<file path="config.mk">
export PLATFORM = sky130hd
export DESIGN_NAME = fifo_scoreboard
export DESIGN_NICKNAME = d
export VERILOG_FILES = /design/src/rtl/fifo_scoreboard.sv
export SDC_FILE = /design/constraint.sdc
export NUM_CORES = 1
export LEC_CHECK = 0
export CAP_MARGIN = 40
export CORE_MARGIN = 2
export CORE_UTILIZATION = 25
export DETAILED_ROUTE_END_ITERATION = 12
export PLACE_DENSITY = 0.45
export SKIP_LAST_GASP = 1
export SYNTH_ARGS = -nofsm -noshare
export SYNTH_HDL_FRONTEND = slang
export SYNTH_SLANG_ARGS = --single-unit
</file>
<file path="constraint.sdc">
create_clock -name i_clk -period 3.16 [get_ports i_clk]
set_input_delay 0.632 -clock i_clk [delete_from_list [all_inputs] [get_ports i_clk]]
set_output_delay 0.632 -clock i_clk [all_outputs]
set_load 0.1 [all_outputs]
</file>
<file path="src/rtl/fifo_scoreboard.sv">
// In-order scoreboard: per channel, queues every pushed word and checks each popped word against the queue head.
// One-cycle latency with all outputs registered; strobes are only observed, so the block never applies backpressure.
module fifo_scoreboard #(
    parameter int WIDTH  = 8,
    parameter int DEPTH  = 16,
    parameter int N_CH   = 1,
    parameter int CNT_W  = 16,
    parameter int BYPASS = 0
) (
    input  logic                                       i_clk,
    input  logic                                       i_rst,
    input  logic                                       i_cg,
    input  logic                                       i_clear,
    input  logic [N_CH-1:0]                            i_pushed,
    input  logic [N_CH*WIDTH-1:0]                      i_pushData,
    input  logic [N_CH-1:0]                            i_popped,
    input  logic [N_CH*WIDTH-1:0]                      i_popData,
    output logic                                       o_err,
    output logic [N_CH-1:0]                            o_errCh,
    output logic [1:0]                                 o_firstErrCode,
    output logic [((N_CH > 1) ? $clog2(N_CH) : 1)-1:0] o_firstErrCh,
    output logic [WIDTH-1:0]                           o_firstErrExp,
    output logic [WIDTH-1:0]                           o_firstErrAct,
    output logic [N_CH*$clog2(DEPTH+1)-1:0]            o_nEntries,
    output logic [N_CH-1:0]                            o_empty,
    output logic [N_CH*CNT_W-1:0]                      o_nPushed,
    output logic [N_CH*CNT_W-1:0]                      o_nPopped,
    output logic [N_CH*CNT_W-1:0]                      o_nErr
);

    localparam int   PW  = $clog2(DEPTH);
    localparam int   CW  = $clog2(DEPTH + 1);
    localparam int   CHW = (N_CH > 1) ? $clog2(N_CH) : 1;
    localparam logic BYP = (BYPASS != 0);

    localparam logic [1:0] ERR_NONE  = 2'd0;
    localparam logic [1:0] ERR_MIS   = 2'd1;
    localparam logic [1:0] ERR_UNDER = 2'd2;
    localparam logic [1:0] ERR_OVER  = 2'd3;

    function automatic logic [PW-1:0] ptr_next(input logic [PW-1:0] p);
        return (p == PW'(DEPTH - 1)) ? '0 : p + PW'(1);
    endfunction

    function automatic logic [CNT_W-1:0] sat_inc(input logic [CNT_W-1:0] v);
        return (v == '1) ? v : v + CNT_W'(1);
    endfunction

    logic [N_CH-1:0][1:0]       w_chCode;
    logic [N_CH-1:0][WIDTH-1:0] w_chExp;
    logic [N_CH-1:0][WIDTH-1:0] w_chAct;

    for (genvar c = 0; c < N_CH; c++) begin : g_ch
        logic [WIDTH-1:0] r_mem [DEPTH];
        logic [PW-1:0]    r_wptr;
        logic [PW-1:0]    r_rptr;
        logic [CW-1:0]    r_cnt;
        logic             r_errCh;
        logic [CNT_W-1:0] r_nPushed;
        logic [CNT_W-1:0] r_nPopped;
        logic [CNT_W-1:0] r_nErr;

        logic             w_push;
        logic             w_pop;
        logic             w_empty;
        logic             w_full;
        logic             w_popHit;
        logic             w_bypass;
        logic             w_under;
        logic             w_over;
        logic             w_mis;
        logic             w_wr;
        logic             w_err;
        logic [WIDTH-1:0] w_pushD;
        logic [WIDTH-1:0] w_popD;
        logic [WIDTH-1:0] w_head;

        assign w_push   = i_pushed[c];
        assign w_pop    = i_popped[c];
        assign w_pushD  = i_pushData[c*WIDTH +: WIDTH];
        assign w_popD   = i_popData[c*WIDTH +: WIDTH];
        assign w_head   = r_mem[r_rptr];
        assign w_empty  = (r_cnt == '0);
        assign w_full   = (r_cnt == CW'(DEPTH));

        // An empty-queue pop can only be satisfied by a same-cycle push in bypass mode.
        assign w_popHit = w_pop && !w_empty;
        assign w_bypass = BYP && w_pop && w_empty && w_push;
        assign w_under  = w_pop && w_empty && !w_bypass;
        assign w_wr     = w_push && !w_bypass && (!w_full || w_popHit);
        assign w_over   = w_push && w_full && !w_popHit;
        assign w_mis    = (w_popHit && (w_popD != w_head)) || (w_bypass && (w_popD != w_pushD));
        assign w_err    = w_mis || w_under || w_over;

        assign w_chCode[c] = w_mis ? ERR_MIS : w_under ? ERR_UNDER : w_over ? ERR_OVER : ERR_NONE;
        // Overflow and underflow have no meaningful expected word, so they report zero.
        assign w_chExp[c]  = w_popHit ? w_head : (w_bypass ? w_pushD : '0);
        assign w_chAct[c]  = w_over ? w_pushD : w_popD;

        always_ff @(posedge i_clk) begin
            if (i_cg && !i_clear && w_wr) begin
                r_mem[r_wptr] <= w_pushD;
            end
        end

        always_ff @(posedge i_clk or negedge i_rst) begin
            if (!i_rst) begin
                r_wptr    <= '0;
                r_rptr    <= '0;
                r_cnt     <= '0;
                r_errCh   <= 1'b0;
                r_nPushed <= '0;
                r_nPopped <= '0;
                r_nErr    <= '0;
            end else if (i_cg) begin
                if (i_clear) begin
                    r_wptr    <= '0;
                    r_rptr    <= '0;
                    r_cnt     <= '0;
                    r_errCh   <= 1'b0;
                    r_nPushed <= '0;
                    r_nPopped <= '0;
                    r_nErr    <= '0;
                end else begin
                    if (w_wr) begin
                        r_wptr <= ptr_next(r_wptr);
                    end
                    if (w_popHit) begin
                        r_rptr <= ptr_next(r_rptr);
                    end
                    r_cnt <= r_cnt + CW'(w_wr) - CW'(w_popHit);
                    if (w_wr || w_bypass) begin
                        r_nPushed <= sat_inc(r_nPushed);
                    end
                    if (w_pop) begin
                        r_nPopped <= sat_inc(r_nPopped);
                    end
                    if (w_err) begin
                        r_errCh <= 1'b1;
                        r_nErr  <= sat_inc(r_nErr);
                    end
                end
            end
        end

        assign o_errCh[c]                 = r_errCh;
        assign o_empty[c]                 = w_empty;
        assign o_nEntries[c*CW +: CW]     = r_cnt;
        assign o_nPushed[c*CNT_W +: CNT_W] = r_nPushed;
        assign o_nPopped[c*CNT_W +: CNT_W] = r_nPopped;
        assign o_nErr[c*CNT_W +: CNT_W]    = r_nErr;
    end

    logic             w_selHit;
    logic [CHW-1:0]   w_selCh;
    logic [1:0]       w_selCode;
    logic [WIDTH-1:0] w_selExp;
    logic [WIDTH-1:0] w_selAct;

    // Scan from the top down so the lowest erring channel is the one left selected.
    always_comb begin
        w_selHit  = 1'b0;
        w_selCh   = '0;
        w_selCode = ERR_NONE;
        w_selExp  = '0;
        w_selAct  = '0;
        for (int c = N_CH - 1; c >= 0; c--) begin
            if (w_chCode[c] != ERR_NONE) begin
                w_selHit  = 1'b1;
                w_selCh   = CHW'(c);
                w_selCode = w_chCode[c];
                w_selExp  = w_chExp[c];
                w_selAct  = w_chAct[c];
            end
        end
    end

    logic [1:0]       r_firstCode;
    logic [CHW-1:0]   r_firstCh;
    logic [WIDTH-1:0] r_firstExp;
    logic [WIDTH-1:0] r_firstAct;

    always_ff @(posedge i_clk or negedge i_rst) begin
        if (!i_rst) begin
            r_firstCode <= ERR_NONE;
            r_firstCh   <= '0;
            r_firstExp  <= '0;
            r_firstAct  <= '0;
        end else if (i_cg) begin
            if (i_clear) begin
                r_firstCode <= ERR_NONE;
                r_firstCh   <= '0;
                r_firstExp  <= '0;
                r_firstAct  <= '0;
            end else if (r_firstCode == ERR_NONE && w_selHit) begin
                r_firstCode <= w_selCode;
                r_firstCh   <= w_selCh;
                r_firstExp  <= w_selExp;
                r_firstAct  <= w_selAct;
            end
        end
    end

    assign o_err          = |o_errCh;
    assign o_firstErrCode = r_firstCode;
    assign o_firstErrCh   = r_firstCh;
    assign o_firstErrExp  = r_firstExp;
    assign o_firstErrAct  = r_firstAct;

endmodule

</file>
==> results of run 1 <==
==> worst max-delay path, delay by kind of cell, from the launching register on <==
kind	cells	cell delay, ns
multiplexers	2	0.74
XOR/XNOR	1	0.10
flip-flops	1	0.39
AO/OA/AOI/OAI	3	1.07
AND/OR/NAND/NOR	2	0.25
buffers and inverters	3	0.47
==> flip-flops by register name (all words and copies together) (netlist names) <==
name            count
o_firstErrAct       8
o_firstErrCode      2
g_ch.r_wptr         4
g_ch.r_mem        128
g_ch.r_rptr         4
o_nErr             16
o_firstErrExp       8
o_err               1
o_nEntries          5
o_nPopped          16
o_nPushed          16
==> report_power, final <==
group          internal (uW)  switching [uW]
registers               3080             236
clock network           1960            1180
logic                   1610            2570
==> area by class of cell <==
| cell class | instances | area share |
|---|---|---|
| Multi-Input combinational cell | 521 | 0.301 |
| Inverter | 26 | 0.00786 |
| Antenna cell | 1 | 0.000187 |
| Clock buffer | 32 | 0.0517 |
| Timing Repair Buffer | 215 | 0.136 |
| Sequential cell | 208 | 0.438 |
| Clock inverter | 12 | 0.0165 |
| Tap cell | 525 | 0.0491 |
==> cell families after synthesis <==
kind of cell	after synthesis	synth area share
xor gates and xnor gates	25	0.0220
other	1	0.000377
AOI/OAI and AO/OA	135	0.101
buffers and inverters	68	0.0337
DFF	208	0.588
adders and majority gates	15	0.0196
and+or+nand+nor	277	0.141
muxes	68	0.0950
==> what timing repair did <==
item,4_1_cts,5_1_grt
resized for setup,18,43
setup endpoints to repair,10,33
cloned,1,0
pin swaps,14,36
setup buffers,15,13
==> layer usage <==
layer / routed length (um) / vias to the layer above
li1: - / 3437
met1: 13700 / 3643
met2: 13600 / 132
met3: 1140 / 32
met4: 438 / 0
met5: 0 / -
==> metrics by stage <==
stage,util,std cells,instance area [um^2],setup TNS (ns)
after floorplan,-,797,10000,-0.0526
after global placement,0.304,1467,12000,-4.77
after detailed placement,0.304,1468,12000,-0.674
after CTS,0.333,1528,13100,-0.0224
after global routing,0.339,1540,13400,-0.741
final,0.339,1540,13400,-0.00706
==> cells in the final DEF (no fill, tap or decap), types with 8 or more instances in the layout <==
cell type	instances
a21oi_1	17
a22oi_1	8
and2_1	8
and3_1	18
buf_12	8
buf_4	177
clkbuf_16	24
clkdlybuf4s50_1	20
dfrtp_1	75
edfxtp_1	128
ha_1	11
inv_1	18
mux2_2	21
mux2i_1	26
mux4_2	18
nand2_1	74
nand3_1	31
nand4_1	12
nor2_1	46
nor3_1	26
o211ai_1	8
o21ai_0	19
or3_1	11
xnor2_1	14
xor2_1	11
==> worst max-delay path by stage <==
stage / endpoint / depth (start not counted)
3_3_place_gp: o_firstErrExp[2] / 9
4_1_cts: o_nErr[8] / 12
2_1_floorplan: o_nEntries[4] / 17
5_1_grt: o_nErr[2] / 12
3_5_place_dp: o_nEntries[4] / 16
6_report: o_nErr[6] / 11
==> out/qor.csv, run 1 <==
metric,value,unit
outcome,finished with violations,
violations,negative setup slack,
p_leak,0.00513,uW
yosysMostFrequentCell,edfxtp_1,
cts_max_level,1,
ff2ff_path_depth,11,
rsz0062_at_grt,true,
peakVddDrop,360,uV
dr.pass1.iters,4,
max_cap_violations,0,
r2r_start,g_ch[0].r_rptr[0],
fp-row-count,73,
p_per_area,795,mW/mm^2
final_nets,1033,
synth_top_area_share,0.387,
synth_cells,797,
cts_tree,done,
syn-mean-instance-area,12.5,um^2
area_growth,34.5,%
synth_edf_count,128,
timing.final.crit_period,3.17,ns
clockBufferDepth,3,
use_met2,0.222,
drt-initial-drc-count,472,
start_util,0.252,
hold_class,input pin to async pin,
finalHoldViolations,0,
ys_top_cells_by_area,"edfxtp_1, dfrtp_1, mux4_2",
nFillCells,3956,
grt_pass1_wl,44200,um
numCtsBuffers,24,
crit_required,3.57,ns
cts_sinks,208,
crit_slowest_cell,mux4_2,
ys_seq_area_frac,0.588,
cts_hold_buffers,0,
drive_gt1_frac,0.326,
cts_root_buf,clkbuf_16,
cp-end-kind,flop,
gp_congestion,0.784,
busiest_layer,met2,
finalSetupViolations,1,
io_buffers,95,
ios,97,
hpwl,19900,um
ys_types,70,
syn-cell-area,0.00994,mm^2
grtUsageMet3,0.0221,
ant_nets,0,
final_max_slew_viol_count,0,
path_clk_slew,0.06,ns
clock.fmax,316,MHz
dieArea,0.0414,mm^2
finalCritPeriodShare,1.00,
power,10600,uW
cp_cell_sequence,"buf_12, buf_12, mux4_2, mux2i_4, xnor2_1, o31ai_2, nand4_4, o31ai_4, buf_8, nor3_1, a221o_1",
drc,0,
crit_top_cell,buf_12,
grt_overflow,0,
worst_clock_skew,0.0249,ns
wl,28900,um
die_height,203,um
worstPathMaxFanout,8,
async_reset_ff_frac,0.385,
clk_latency,0.55,ns
num_vias,7244,
grt_start_max_net_pins,44,
synth_fp_nets,834,
start_kind,flop,
max_stage_delay,0.52,ns
worstSetupStartpoint,g_ch[0].r_rptr[0],
pre_cts_slack,-0.189,ns
die_width,203,um
multi_input_area,0.00402,mm^2
r2r_end,o_nErr[6],
use_met1,0.199,
reg2reg_slack,-0.007,ns
grt_usage,0.139,
synthFlopType,edfxtp_1,
cp.arrival,3.58,ns
yosysTopAreaCell,edfxtp_1,
yosys-top-cells-count,"edfxtp_1, dfrtp_1, nand2_1",
yosysWarnings,0,
worstSetupPathType,flop to flop,
regArea,0.00586,mm^2
ys_ff_latch,208,
core_area,0.0395,mm^2
grt_pass1_vias,7291,
slew_headroom,0.452,
holdWs,0.0775,ns
routed_via_density,4.70,
antenna_found_initial,1,
worst_pin_slew,0.820,ns
wl_per_cell,18.8,um
fin_ws,-0.00706,ns
(Power assumes the default switching activity.)
==> inputs of run 2 (changes only) <==
clock period = 2.9 ns   (was 3.16 ns; I/O delays follow)
==> run 2 against run 1 <==
The run still ends with negative setup slack left. Register-to-register slack got worse by 0.18 ns. Clock power rose by 3%. Sequential share of layout area down 1.5 points. Critical path depth unchanged. Hold slack lost 0.026 ns. Final cell count up 2.4%. Wire length is 2.5% higher. Total power up 10%. Largest cell class unchanged. Largest power group unchanged. Highest routed layer unchanged.
==> out/qor.csv, run 2 (synthesis results as in run 1) <==
metric,value,unit
outcome,finished with violations,
violations,negative setup slack,
hold_class,input pin to async pin,
ios,97,
crit_required,3.30,ns
cts_hold_buffers,0,
postLayoutCellArea,0.0138,mm^2
hpwl,20700,um
area_growth,39.3,%
top_register,g_ch.r_mem,
final_max_slew_viol_count,0,
ant_nets,0,
cp.arrival,3.48,ns
start_util,0.252,
clockBufferDepth,3,
die_width,203,um
comb_power_share,0.415,
drt-initial-drc-count,436,
fin_ws,-0.183,ns
final_cell_mix,"buf_4, edfxtp_1, nand2_1, dfrtp_1, nor2_1",
clk_latency,0.53,ns
cts_sinks,208,
cts_root_buf,clkbuf_16,
p_per_area,844,mW/mm^2
rsz0062_at_grt,true,
cts_max_level,1,
wl_per_cell,18.8,um
power.share.switching,0.378,
num_vias,7446,
core_area,0.0395,mm^2
worst_clock_skew,0.0182,ns
start_kind,flop,
final_common_cell,buf_4,
dr.pass1.iters,6,
numCtsBuffers,25,
io_buffers,95,
dpl_cell_area,0.0124,mm^2
power_frac_seq,0.308,
clock.fmax,324,MHz
worst_pin_slew,0.770,ns
final_nets,1069,
dieArea,0.0414,mm^2
drc,0,
routed_via_density,4.72,
p_leak,0.00538,uW
fp-row-count,73,
finalSetupViolations,21,
grt_pass1_vias,7239,
timing.final.crit_period,3.08,ns
grt_overflow,0,
wl,29600,um
max_cap_violations,0,
holdWs,0.0510,ns
peakVddDrop,432,uV
cts_tree,done,
dp.cells,1512,
p_int,7270,uW
grt_pass1_wl,44200,um
die_height,203,um
grt_start_max_net_pins,41,
finalCritPeriodShare,1.06,
path_clk_slew,0.06,ns
clkPwrFrac,0.277,
multi_input_area,0.00417,mm^2
grt_usage,0.139,
drive_gt1_frac,0.374,
ff2ff_path_depth,11,
layout.cells.non_filler,1577,
power.switching,4410,uW
nFillCells,3944,
cp-end-kind,flop,
finalHoldViolations,0,
antenna_found_initial,1,
slew_headroom,0.487,
worstSetupPathType,flop to flop,
gp_congestion,0.769,
largest_reg_flops,128,
worstPathMaxFanout,7,
regArea,0.00586,mm^2
-- run 2: repair_timing --
action                     in CTS  in global routing
pin swaps                      14                 39
setup endpoints to repair      35                 34
gates cloned                    1                  2
buffers inserted                8                  8
resized for setup              18                 68
-- run 2: layout make-up --
cell class                      count  area share
Antenna cell                        1    0.000181
Clock buffer                       38      0.0552
Clock inverter                      8     0.00705
Inverter                           26     0.00741
Multi-Input combinational cell    521       0.301
Sequential cell                   208       0.423
Tap cell                          525      0.0474
Timing Repair Buffer              250       0.159
-- run 2: worst max-delay path, cell delays in order (launching register included) --
cell and delay (ns):
dfrtp_2 0.40, buf_12 0.15, mux4_2 0.57, and3_1 0.20, a2111oi_2 0.27, nand3_1 0.17
nand4_4 0.14, o31ai_4 0.12, buf_12 0.17, buf_8 0.13, o311a_1 0.34, a221o_1 0.28
-- run 2: per-stage QoR --
| step | total power [uW] | setup TNS, ns | worst slack, ns | util |
|---|---|---|---|---|
| after floorplan | 6440 | -1.01 | -0.313 | - |
| after global placement | 8070 | -13.20 | -0.587 | 0.315 |
| after detailed placement | 8100 | -10.00 | -0.489 | 0.315 |
| after CTS | 11600 | -1.94 | -0.216 | 0.341 |
| after global routing | 12200 | -5.52 | -0.326 | 0.351 |
| final | 11700 | -1.89 | -0.183 | 0.351 |
-- run 2: worst paths after layout --
kind	from	to	slack, ns
min in group i_clk	o_firstErrAct[6]	o_firstErrAct[6]	0.53
hold / removal	i_rst	o_nErr[15]	0.05
hold reg to reg	o_firstErrAct[6]	o_firstErrAct[6]	0.53
setup / recovery	g_ch[0].r_rptr[0]	o_nErr[6]	-0.18
setup reg to reg	g_ch[0].r_rptr[0]	o_nErr[6]	-0.18
max in group asynchronous	i_rst	o_nPushed[6]	2.23
-- run 2: layer usage --
metal / vias to the layer above / track usage / wire (um)
met5: - / 0 / 0
met4: 0 / 0.0347 / 638
met3: 34 / 0.0203 / 1160
met2: 140 / 0.225 / 13900
met1: 3757 / 0.196 / 13900
li1: 3515 / - / -
-- run 2: power groups by stage --
| stage | registers (uW) | logic [uW] | clock network, uW |
|---|---|---|---|
| 4_1_cts | 3590 | 4670 | 3320 |
| 2_1_floorplan | 4750 | 1690 | 0 |
| 3_5_place_dp | 3640 | 4460 | 0 |
| 6_report | 3600 | 4850 | 3240 |
| 3_3_place_gp | 3640 | 4430 | 0 |
| 5_1_grt | 3630 | 5140 | 3430 |
==> inputs of run 3 (changes only) <==
PLACE_DENSITY = not set   (was 0.45)
clock period = 3.3 ns   (was 2.9 ns; I/O delays follow)
==> run 3 against run 2 <==
Total power fell by 22%. The flow now finishes without violations. Register-to-register slack improved by 0.36 ns. Clock power fell by 20%. Sequential share of layout area rose by 4.9 points. Maximum frequency fell by 1.4%. Final cell count fell by 6.5%. Clock skew barely moved. Core utilization fell by 3.7 points. Wire length fell by 8.7%. Largest power group unchanged. Worst setup slack improved by 0.36 ns. Sequential power fell by 12%. Via count fell by 5.8%.
==> out/qor.csv, run 3 (synthesis results as in run 1) <==
metric,value,unit
outcome,"complete, no violations",
ios,97,
die_width,203,um
grt_start_max_net_pins,47,
peakVddDrop,371,uV
path_clk_slew,0.06,ns
largest_reg_flops,128,
cts_root_buf,clkbuf_16,
dpl_cell_area,0.0116,mm^2
regArea,0.00586,mm^2
drive_gt1_frac,0.242,
dp.cells,1425,
cts_max_level,1,
drt-initial-drc-count,487,
final_common_cell,edfxtp_1,
grt_overflow,0,
hold_class,input pin to async pin,
dr.pass1.iters,5,
area_growth,24.7,%
clockBufferDepth,3,
hpwl,19100,um
dieArea,0.0414,mm^2
fp-row-count,73,
top_register,g_ch.r_mem,
ff2ff_path_depth,17,
rsz0062_at_grt,true,
crit_slowest_cell,dfrtp_4,
ant_nets,0,
fin_ws,0.175,ns
io_buffers,95,
antenna_found_initial,0,
final_max_slew_viol_count,0,
cp_cell_sequence,"inv_4, ha_1, or3b_4, o21ai_4, inv_2, ha_1, inv_1, ha_2, inv_1, fa_2, nor2b_2, nor2_1, nor2_1, nor2_1, xnor2_1, mux2i_1, o2bb2ai_1",
timing.final.crit_period,3.12,ns
start_util,0.252,
nFillCells,3965,
postLayoutCellArea,0.0124,mm^2
grt_pass1_vias,7001,
wl,27000,um
max_stage_delay,0.49,ns
drc,0,
finalHoldViolations,0,
cp.arrival,3.53,ns
numCtsBuffers,25,
grt_usage,0.131,
gp_congestion,0.808,
slew_headroom,0.483,
worst_clock_skew,0.0180,ns
cts_tree,done,
core_area,0.0395,mm^2
wl_per_cell,18.3,um
cp-end-kind,flop,
num_vias,7013,
final_cell_mix,"edfxtp_1, buf_4, dfrtp_1",
layout.cells.non_filler,1475,
fin_util,0.314,
routed_via_density,4.75,
pre_cts_slack,-0.0681,ns
p_leak,0.00468,uW
diodes,0,
worstPathMaxFanout,4,
grt_pass1_wl,42200,um
final_nets,970,
clk_latency,0.53,ns
multi_input_area,0.00380,mm^2
max_cap_violations,0,
worst_pin_slew,0.773,ns
worstSetupPathType,flop to flop,
clock.fmax,320,MHz
finalSetupViolations,0,
crit_required,3.70,ns
crit_top_cell,nor2_1,
die_height,203,um
p_per_area,737,mW/mm^2
cts_sinks,208,
finalCritPeriodShare,0.947,
start_kind,flop,
==> run 3: cell types whose count changed in the layout (fill, tap and decap cells not counted), sizes merged <==
| cell | change |
|---|---|
| buf | -98 |
| clkbuf | -8 |
| clkinv | +4 |
| clkinvlp | +1 |
| diode | -1 |
==> run 3: what timing repair did <==
item | in CTS | in global routing
resized for setup | 0 | 8
buffers inserted | 0 | 6
hold buffers | 0 | 0
setup endpoints to repair | 0 | 10
==> run 3: through the flow <==
step	TNS, ns	power [uW]	hold slack, ns
final	0	9140	0.149
after global routing	-0.0587	9550	0.180
after CTS	0	9160	0.170
after detailed placement	-0.0681	6540	0.521
after global placement	-0.410	6490	0.526
after floorplan	0	5610	0.364
==> run 3: cell type report <==
| type | instances | share of cell area |
|---|---|---|
| flip-flops and latches | 208 | 0.472 |
| multi-input cells | 521 | 0.307 |
| repair buffers | 151 | 0.0981 |
| well taps | 525 | 0.0530 |
| clock buffers | 31 | 0.0523 |
| clock inverters | 13 | 0.00959 |
| inverters | 26 | 0.00807 |
==> run 3: critical path, delay by kind of cell, from the launching register on <==
| family | cells | cell delay [ns] |
|---|---|---|
| buffers and inverters | 4 | 0.24 |
| AND/OR/NAND/NOR | 5 | 0.73 |
| multiplexers | 1 | 0.20 |
| flip-flops | 1 | 0.49 |
| XOR/XNOR | 1 | 0.18 |
| adder cells (fa/ha/maj) | 4 | 0.93 |
| AO/OA/AOI/OAI | 2 | 0.25 |
==> run 3: report_power, final <==
part	switching [uW]	internal, uW
sequential	221	2950
clock	1050	1540
combinational	2260	1120
total	3530	5610
==> run 3: metal layers <==
layer / vias up / wire length [um] / GRT usage
li1: 3304 / - / -
met1: 3436 / 11900 / 0.179
met2: 217 / 12700 / 0.206
met3: 56 / 1450 / 0.0238
met4: 0 / 967 / 0.0495
met5: - / 0 / 0
==> run 3: final timing paths <==
kind                                        from                to  slack (ns)
worst max register to register     o_nEntries[3]     o_nEntries[4]        0.18
worst min-delay path                       i_rst      o_nPopped[6]        0.15
worst min register to register  o_firstErrAct[7]  o_firstErrAct[7]        0.54
max in group asynchronous                  i_rst      o_nPushed[3]        2.41
min in group i_clk              o_firstErrAct[7]  o_firstErrAct[7]        0.54
worst max-delay path               o_nEntries[3]     o_nEntries[4]        0.18
